`config.mk`:
```
export PLATFORM = sky130hd
export DESIGN_NAME = aes_spi_slave_if
export DESIGN_NICKNAME = d
export VERILOG_FILES = /design/src/rtl/aes_spi_slave_if.sv
export SDC_FILE = /design/constraint.sdc
export NUM_CORES = 2
export LEC_CHECK = 0
export BUFFER_PORTS_ARGS = -buffer_cell sky130_fd_sc_hd__buf_2
export CAP_MARGIN = 25
export CORE_MARGIN = 2
export CORE_UTILIZATION = 50
export DETAILED_ROUTE_END_ITERATION = 10
export PLACE_DENSITY = 0.79
export SYNTH_ARGS = -nofsm -noshare
export SYNTH_HDL_FRONTEND = slang
export SYNTH_SLANG_ARGS = --single-unit
```
`constraint.sdc`:
```
create_clock -name clk -period 21.1 [get_ports clk]
set_clock_uncertainty 0.2 [all_clocks]
set_input_delay 0 -clock clk [delete_from_list [all_inputs] [get_ports clk]]
set_output_delay 0 -clock clk [all_outputs]
set_load 0.02 [all_outputs]
```
`src/rtl/aes_spi_slave_if.sv`:
```
// SPI mode-0 slave front end for the AES core: deserialises load frames, launches the
// core with a one-cycle pulse, and shifts the captured result back out on readback frames.
module aes_spi_slave_if #(
   parameter int SYNC_STAGES = 2,
   parameter int DATA_W      = 128,
   parameter int KEY_W_MAX   = 256
) (
   input  logic                 clk,
   input  logic                 reset,
   input  logic                 spi_sclk,
   input  logic                 spi_cs_n,
   input  logic                 spi_mosi,
   output logic                 spi_miso,
   output logic                 core_start,
   output logic                 core_decrypt,
   output logic [1:0]           core_nk,
   output logic [DATA_W-1:0]    core_data,
   output logic [KEY_W_MAX-1:0] core_key,
   input  logic                 core_done,
   input  logic [DATA_W-1:0]    core_result,
   output logic                 busy,
   output logic                 result_valid,
   output logic                 frame_err
);
   localparam int CNT_W  = $clog2(DATA_W + KEY_W_MAX + 1);
   localparam int KIDX_W = $clog2(KEY_W_MAX);

   typedef enum logic [2:0] {
      S_IDLE, S_HDR, S_RX, S_LAUNCH, S_BUSY, S_TX, S_DISCARD
   } state_t;

   state_t                 state_q, state_d;
   logic [SYNC_STAGES-1:0] sclk_sync_q, sclk_sync_d;
   logic [SYNC_STAGES-1:0] cs_sync_q, cs_sync_d;
   logic [SYNC_STAGES-1:0] mosi_sync_q, mosi_sync_d;
   logic                   sclk_prev_q, sclk_prev_d;
   logic                   cs_prev_q, cs_prev_d;
   logic [CNT_W-1:0]       bit_cnt_q, bit_cnt_d;
   logic [7:0]             hdr_q, hdr_d;
   logic                   op_q, op_d;
   logic [1:0]             nk_q, nk_d;
   logic [DATA_W-1:0]      data_q, data_d;
   logic [KEY_W_MAX-1:0]   key_q, key_d;
   logic [DATA_W-1:0]      result_q, result_d;
   logic [DATA_W-1:0]      tx_q, tx_d;
   logic                   result_valid_q, result_valid_d;
   logic                   miso_q, miso_d;
   logic                   frame_err_q, frame_err_d;

   logic              sclk_s, cs_s, mosi_s;
   logic              sclk_rise, sclk_fall, cs_fall, cs_rise;
   logic [7:0]        hdr_next;
   logic [CNT_W-1:0]  exp_len;
   logic [KIDX_W-1:0] key_idx;

   assign sclk_s    = sclk_sync_q[SYNC_STAGES-1];
   assign cs_s      = cs_sync_q[SYNC_STAGES-1];
   assign mosi_s    = mosi_sync_q[SYNC_STAGES-1];
   assign sclk_rise = sclk_s & ~sclk_prev_q & ~cs_s;
   assign sclk_fall = ~sclk_s & sclk_prev_q & ~cs_s;
   assign cs_fall   = ~cs_s & cs_prev_q;
   assign cs_rise   = cs_s & ~cs_prev_q;
   assign hdr_next  = {hdr_q[6:0], mosi_s};
   // Key bits fill from the top of core_key down, so short keys stay left-aligned.
   assign key_idx   = KIDX_W'(CNT_W'(DATA_W + KEY_W_MAX - 1) - bit_cnt_q);

   always_comb begin
      case (nk_q)
         2'b00:   exp_len = CNT_W'(DATA_W + 128);
         2'b01:   exp_len = CNT_W'(DATA_W + 192);
         default: exp_len = CNT_W'(DATA_W + 256);
      endcase
   end

   always_comb begin
      // NOTE: every _d gets its hold value first, so no path through the case leaves a latch.
      sclk_sync_d    = {sclk_sync_q[SYNC_STAGES-2:0], spi_sclk};
      cs_sync_d      = {cs_sync_q[SYNC_STAGES-2:0], spi_cs_n};
      mosi_sync_d    = {mosi_sync_q[SYNC_STAGES-2:0], spi_mosi};
      sclk_prev_d    = sclk_s;
      cs_prev_d      = cs_s;
      state_d        = state_q;
      bit_cnt_d      = bit_cnt_q;
      hdr_d          = hdr_q;
      op_d           = op_q;
      nk_d           = nk_q;
      data_d         = data_q;
      key_d          = key_q;
      result_d       = result_q;
      tx_d           = tx_q;
      result_valid_d = result_valid_q;
      miso_d         = miso_q;
      frame_err_d    = 1'b0;

      case (state_q)
         S_IDLE: begin
            if (cs_fall) begin
               state_d   = S_HDR;
               bit_cnt_d = '0;
            end
         end
         S_HDR: begin
            if (cs_rise) begin
               state_d     = S_IDLE;
               frame_err_d = 1'b1;
            end else if (sclk_rise) begin
               hdr_d     = hdr_next;
               bit_cnt_d = bit_cnt_q + 1'b1;
               if (bit_cnt_q == CNT_W'(7)) begin
                  bit_cnt_d = '0;
                  if (hdr_next[6]) begin
                     state_d = S_TX;
                     tx_d    = result_valid_q ? result_q : '0;
                     miso_d  = 1'b0;
                  end else if (hdr_next[1:0] == 2'b11) begin
                     state_d     = S_DISCARD;
                     frame_err_d = 1'b1;
                  end else begin
                     state_d = S_RX;
                     op_d    = hdr_next[7];
                     nk_d    = hdr_next[1:0];
                     key_d   = '0;
                  end
               end
            end
         end
         S_RX: begin
            if (cs_rise) begin
               if (bit_cnt_q == exp_len) begin
                  state_d = S_LAUNCH;
               end else begin
                  state_d     = S_IDLE;
                  frame_err_d = 1'b1;
               end
            end else if (sclk_rise) begin
               if (bit_cnt_q == exp_len) begin
                  state_d     = S_DISCARD;
                  frame_err_d = 1'b1;
               end else begin
                  if (bit_cnt_q < CNT_W'(DATA_W)) begin
                     data_d = {data_q[DATA_W-2:0], mosi_s};
                  end else begin
                     key_d[key_idx] = mosi_s;
                  end
                  bit_cnt_d = bit_cnt_q + 1'b1;
               end
            end
         end
         S_LAUNCH: begin
            result_valid_d = 1'b0;
            state_d        = S_BUSY;
         end
         S_BUSY: begin
            // A new frame during BUSY is dropped whole; only its start is flagged.
            if (cs_fall) begin
               frame_err_d = 1'b1;
            end
            if (core_done) begin
               result_d       = core_result;
               result_valid_d = 1'b1;
               state_d        = S_IDLE;
            end
         end
         S_TX: begin
            if (cs_rise) begin
               state_d = S_IDLE;
            end else if (sclk_fall) begin
               miso_d = tx_q[DATA_W-1];
               tx_d   = {tx_q[DATA_W-2:0], 1'b0};
            end
         end
         S_DISCARD: begin
            if (cs_rise) begin
               state_d = S_IDLE;
            end
         end
         default: state_d = S_IDLE;
      endcase
   end

   always_ff @(posedge clk or posedge reset) begin
      if (reset) begin
         // NOTE: the wide data/key/result registers are cleared too; the core must never see stale key material after reset.
         state_q        <= S_IDLE;
         sclk_sync_q    <= '0;
         cs_sync_q      <= '0;
         mosi_sync_q    <= '0;
         sclk_prev_q    <= 1'b0;
         cs_prev_q      <= 1'b0;
         bit_cnt_q      <= '0;
         hdr_q          <= '0;
         op_q           <= 1'b0;
         nk_q           <= '0;
         data_q         <= '0;
         key_q          <= '0;
         result_q       <= '0;
         tx_q           <= '0;
         result_valid_q <= 1'b0;
         miso_q         <= 1'b0;
         frame_err_q    <= 1'b0;
      end else begin
         // NOTE: non-blocking updates keep every flop sampling pre-edge values regardless of statement order.
         state_q        <= state_d;
         sclk_sync_q    <= sclk_sync_d;
         cs_sync_q      <= cs_sync_d;
         mosi_sync_q    <= mosi_sync_d;
         sclk_prev_q    <= sclk_prev_d;
         cs_prev_q      <= cs_prev_d;
         bit_cnt_q      <= bit_cnt_d;
         hdr_q          <= hdr_d;
         op_q           <= op_d;
         nk_q           <= nk_d;
         data_q         <= data_d;
         key_q          <= key_d;
         result_q       <= result_d;
         tx_q           <= tx_d;
         result_valid_q <= result_valid_d;
         miso_q         <= miso_d;
         frame_err_q    <= frame_err_d;
      end
   end

   assign spi_miso     = (state_q == S_TX) & miso_q;
   assign core_start   = (state_q == S_LAUNCH);
   assign busy         = (state_q == S_LAUNCH) || (state_q == S_BUSY);
   assign core_decrypt = op_q;
   assign core_nk      = nk_q;
   assign core_data    = data_q;
   assign core_key     = key_q;
   assign result_valid = result_valid_q;
   assign frame_err    = frame_err_q;

endmodule
```
---- After elaboration in Yosys (flattened, before gate mapping) ----
Cells that the tools add are included.
Widths: inputs -> output; s select.
operators by class
  $add $sub $neg .......................... 2
  $lt $le $gt $ge ......................... 3
  eq/ne operators ......................... 29
  multiplexer cells ....................... 63
  bitwise operators ....................... 15
  reduce and logical (&&, ||, !) cells .... 18
operators with widths
  kind                 number
  $mux 256             9
  $mux 128             7
  $pmux 256 s2         1
  $bwmux 256           1
  $pmux 128 s2         1
  $mux 9               7
  $mux 3               11
  $ne 2x2->1 const B   14
  $pmux 9 s3           1
  $reduce_and 7->1     3
  $mux 1               18
  $pmux 3 s6           1
  $pmux 8 s2           1
  $ne 3x3->1 const B   4
  $reduce_and 10->1    1
  $add 9x1->9 const B  1
  $eq 3x3->1 const B   3
  $eq 9x3->1 const B   1
  $eq 9x9->1           1
  $lt 8x9->1 const B   1
  $lt 9x8->1 const B   1
  $demux 1 s8          1
  $ge 8x1->1 const B   1
  $not 1->1            8
  other kinds (21)     32
storage, ports and cells
  register bits ........................... 673
  bits of input ports ..................... 134

---- Longest topological paths before layout ----
  depth in word-level cells ............... 11
  depth in mapped cells ................... 10
  gate-level depth less buffers ........... 7

---- Least setup slack after synthesis ----
Ideal clock, no wire load.
  path type ............................... flip-flop to flip-flop
  start point ............................. register bit_cnt_q[0]
  end point ............................... register key_q[33] (netlist: core_key[33])
  library setup time ...................... 0.137 ns
  data arrival time ....................... 2.188 ns
  required time ........................... 20.763 ns
  slack ................................... 18.575 ns
  cell stages (with the launch flop) ...... 11
  cell sequence ........................... dfrtp_1 -> inv_1 -> ha_1 -> nor3b_4 -> o311ai_4 -> and3_1 -> buf_2 -> buf_6 -> nand2_4 -> clkbuf_1 -> o21ai_0
on the way
  word-level cells in the longest chain between the ends .. 11
ends and longest elaborated chain
  what                                                                   RTL line  source
  from (decl)                                                            38        logic [CNT_W-1:0] bit_cnt_q, bit_cnt_d;
  from (signal assigned)                                                 209       bit_cnt_q <= bit_cnt_d;
  $sub 7x8->8                                                            65        assign key_idx = KIDX_W'(CNT_W'(DATA_W + KEY_W_MAX - 1) - bit_cnt_q);
  $lt 8x9->1 (implied by the code) / $ge 8x1->1 (equally long branches)  143       key_d[key_idx] = mosi_s;
  $logic_and 1x1->1 (implied by the code)                                143
  $mux 1 (implied by the code)                                           143
  $demux 1 s8                                                            143
  $bwmux 256                                                             143
  $mux 256                                                               140       if (bit_cnt_q < CNT_W'(DATA_W)) begin
  $mux 256                                                               136       if (bit_cnt_q == exp_len) begin
  $mux 256                                                               135       end else if (sclk_rise) begin
  $mux 256                                                               128       if (cs_rise) begin
  $pmux 256 s2                                                           95        case (state_q)
  to (signal assigned)                                                   214       key_q <= key_d;
  to (decl)                                                              43        logic [KEY_W_MAX-1:0] key_q, key_d;
Parallel ways exist; a longest one is shown, timed or not. The select of a mux whose other input is x is not followed.
A chain may end at the register's enable or synchronous reset.

==> metrics list <==
- Data on the critical path is required at its endpoint by 21.52 ns.
- After floorplanning, the core was divided into 87 placement rows.
* Master of the slowest instance on the critical path: sky130_fd_sc_hd__buf_4
* Postcts setup bufs: 0
* Actual transition at the worst max-transition pin: 1.166 ns
- The worst-case IR drop observed on VDD is 0.08840 mV.
* Met2 track utilization from global routing: 53.82%
- GPL Wtd Cong: 0.8602
- Number of flops mapped to enable cells by yosys: 0
* Commonest cells in the netlist: sky130_fd_sc_hd__dfrtp_1, sky130_fd_sc_hd__o21ai_1, sky130_fd_sc_hd__a21oi_1
* Hold buffer count at CTS: 265
* DRC violation count after routing: 0
* Count of H-tree levels built during CTS: 3
- Total count of max-transition violations in the final report: 0
- Register area: 16840 um^2
- Dividing total power by cell area gives a power density of 106.9 nW/um^2.
* Post-route fraction of the period consumed by the critical path: 22.50%
- Number of library cell types mapped by synthesis: 54
- Post-Synthesis Net Count: 2834
* Clock buffers created by TritonCTS: 71
- Register share of total power: 42.3%
- Post-DP Area: 31530 um^2
* Count of cells along the worst register-to-register path: 7
- Met3 usage in global routing: 7.781%
- Clk sink count: 673
- CP startpoint: reset
- The detail route stage leaves a number of antenna-violating nets equal to 0.
* Cell at the root of the clock tree: sky130_fd_sc_hd__clkbuf_16
- For the worst-skew pair, the clock arrives at the later sink with an insertion delay of 0.63 ns.
- The finished layout holds 4171 standard cells, fillers aside.
- For this configuration, the core starts out at a cell density of 50.80%.
* Busiest layer in global routing: met2
- The number of hold-slack violations in the final timing report was 0.
- Derived from the worst setup path, the maximum achievable clock frequency is 0.2107 GHz.
* Part of the Yosys area used for sequential elements: 58.46%
- Global routing consumed, on the met1 layer, 39.98% of the routing resources.
- Total area of multi-input combinational cells: 10730 um^2
- The initial antenna violation count was 7.
* Mean instance size in the synthesized netlist: 10.69 um^2
* Area fraction of the dominant cell type after synthesis: 58.46%
* Post-synthesis cell area: 28810 um^2
- Hold Crit Class: flop to flop
* Number of synthesized register bits: 673
- From bottom edge to top edge, the die measures 244.0 um.
* Vias in the first global route: 25750
* DR iter-0 viols: 3140
- From synthesis to final layout, the design area changed by 27.69%.
- 526 I/O pins were placed.
- Of all flip-flops after synthesis, the portion carrying an async set or reset was 100.0%.
- Gates resized during post-CTS repair numbered 0.
- Summing all non-filler instances in the final layout gives an area of 36790 um^2.
- The smallest clock period supported by the final layout is computed as 4.747 ns.
- Worst setup path category: input pin to asynchronous set/reset pin
- Worst Setup EP: core_key[31]
* Worst-path cell chain: dlygate4sd3_1 > buf_2 > dlygate4sd3_1 > inv_8 > buf_4 > buf_4 > buf_4 > buf_4
- Final hold slack: 0.1558 ns
- TritonCTS built the clock tree.
* CP Capture Type: asynchronous set/reset pin
- Fill count: 4002
- After detailed routing, the average wire length per cell comes to 24.19 um.
* Cell types occupying the most area after synthesis: sky130_fd_sc_hd__dfrtp_1, sky130_fd_sc_hd__mux2_2, sky130_fd_sc_hd__o21ai_1
- The analysis attributes to cell leakage a power of 0.01822 uW.
- Using the TritonRoute via totals, the vias-per-cell ratio works out to 6.186.
- The flow ran to the end, and the final reports show no timing, DRC or antenna violations.
* Yosys warning total: 0
* Clk network pwr share: 32.9%
* Yosys top cell by area: sky130_fd_sc_hd__dfrtp_1
- Largest incremental delay on the critical path: 0.81 ns
- Crit path arrival time: 5.16 ns
* Int Power: 2632 uW
- Proportion of power drawn by combinational gates: 24.8%
- Most frequently used cell type in the post-synthesis netlist: sky130_fd_sc_hd__dfrtp_1
- After detailed routing, the total wire length is 100900 um.
- Setup violations remaining at the end of the flow were counted as 0.
- Worst setup slack after layout: 16.35 ns
- In this run the critical register-to-register path is captured at tx_q[122].
* Clock-pin slew on the worst setup and hold paths: 0.06 ns
- The worst register-to-register path has a setup slack of 16.58 ns.
* Full die area: 59550 um^2
- Worst slew margin relative to its limit: 22.29%
- Entering global routing, the biggest net connects 226 pins.
- Most common cell on crit path: sky130_fd_sc_hd__buf_4
- The worst register-to-register path begins at bit_cnt_q[6].
* Number of max-cap violations: 0
- The worst setup path is launched from an input pin.
- Routed vias: 25800
* Detailed-router iteration count before antenna repair: 9
- From left edge to right edge, the die measures 244.0 um.
* Buffer levels on the longest clock path: 3
- The number of placed instances, taps included, is 3764.
* I/O Buffers: 525
- Setup repair after global routing left no endpoint under its margin.
- Remaining Overflow, GRT: 0
* Cells after synthesis: 2696
* Largest driver fanout on the critical path: 129
* Leading register cell type out of synthesis: sky130_fd_sc_hd__dfrtp_1
- Before CTS, the worst setup slack after placement is 16.79 ns.
- Placeable core region: 56710 um^2
- Overall track demand over capacity in global routing: 32.91%
- Summed over all nets, the switching power comes to 1302 uW.
- Of the cells placed in the final design, the portion with a size suffix greater than 1 is 28.48%.
- Switching part of the total: 33.09%
- Post-layout nets: 3494
- Wire length of the first global-routing pass: 152900 um
- For the final routed database, the setup TNS stands at 0 ns.
- HPWL after DPL: 53110 um
-- registers in the layout, summed over array words and instances, names as in the netlist, 2 cells and up --
register     flops
mosi_sync_q      2
hdr_q            7
result_q       128
sclk_sync_q      2
core_key       256
cs_sync_q        2
tx_q           128
state_q          3
core_data      128
bit_cnt_q        9
core_nk          2
-- through the flow --
| stage | util, % | power [uW] |
|---|---|---|
| 2_1_floorplan | - | 2265 |
| 3_3_place_gp | 55.47 | 2418 |
| 3_5_place_dp | 55.60 | 2460 |
| 4_1_cts | 64.43 | 3771 |
| 5_1_grt | 64.86 | 4082 |
| 6_report | 64.86 | 3934 |
-- power groups by stage --
stage / registers (uW) / clock network, uW / logic (uW)
final: 1670 / 1290 / 974
after global routing: 1680 / 1360 / 1050
after floorplan: 1600 / 0 / 664
after global placement: 1630 / 0 / 791
after detailed placement: 1630 / 0 / 825
after CTS: 1620 / 1280 / 871
-- critical path: cells and delay by family --
| kind | cells | cell delay (ns) |
|---|---|---|
| buffers and inverters | 8 | 4.93 |
-- area by class of cell --
cell class	instances	area share, %
clock inverter	20	0.6769
tap	756	2.571
clock buffer	106	5.731
sequential	673	45.79
timing repair buffer	837	15.90
antenna	6	0.04082
inverter	9	0.1122
multi-input combinational	1764	29.18
-- cell usage in the layout (no fill, tap or decap), types with 6 or more instances in the layout --
cell type                       count
sky130_fd_sc_hd__dfrtp_1          672
sky130_fd_sc_hd__o21ai_1          527
sky130_fd_sc_hd__buf_2            525
sky130_fd_sc_hd__a21oi_1          388
sky130_fd_sc_hd__dlygate4sd3_1    265
sky130_fd_sc_hd__mux2_2           259
sky130_fd_sc_hd__nand2_1          190
sky130_fd_sc_hd__and3_1           133
sky130_fd_sc_hd__o21ai_0          126
sky130_fd_sc_hd__clkbuf_16         72
sky130_fd_sc_hd__buf_4             31
sky130_fd_sc_hd__clkbuf_8          20
sky130_fd_sc_hd__nor2_1            19
sky130_fd_sc_hd__clkbuf_1          15
sky130_fd_sc_hd__and2_1            12
sky130_fd_sc_hd__nand3_1           12
sky130_fd_sc_hd__nand2b_1          11
sky130_fd_sc_hd__inv_1              8
sky130_fd_sc_hd__or3_1              7
sky130_fd_sc_hd__nor3_2             7
sky130_fd_sc_hd__nor2b_1            7
sky130_fd_sc_hd__clkinv_2           7
sky130_fd_sc_hd__buf_16             7
sky130_fd_sc_hd__diode_2            6
-- worst min-delay path by stage --
| stage | startpoint | endpoint | slack [ns] | cells past startpoint |
|---|---|---|---|---|
| 4_1_cts | mosi_sync_q[0] | mosi_sync_q[1] | 0.16 | 0 |
| 5_1_grt | mosi_sync_q[0] | mosi_sync_q[1] | 0.17 | 0 |
| 3_3_place_gp | spi_cs_n | cs_sync_q[0] | -0.09 | 1 |
| 6_report | mosi_sync_q[0] | mosi_sync_q[1] | 0.16 | 0 |
| 2_1_floorplan | spi_cs_n | cs_sync_q[0] | -0.17 | 0 |
| 3_5_place_dp | spi_mosi | mosi_sync_q[0] | -0.09 | 1 |
-- metal layers --
layer	part of all wire, %	wire length (um)	vias to the layer above
li1	-	-	10870
met1	35	35450	12510
met2	48	48650	1939
met3	10	10120	483
met4	6.6	6670	0
met5	0	0	-
-- kinds of logic after synthesis --
kind of cell | Yosys count | share of synthesized area, %
compound gates | 1068 | 18.95
fa+ha+maj | 4 | 0.1737
buf+inv | 259 | 4.591
flops | 673 | 58.46
mux | 259 | 10.12
simple gates | 433 | 7.705
Note: power is estimated with default switching activity, not from simulation.
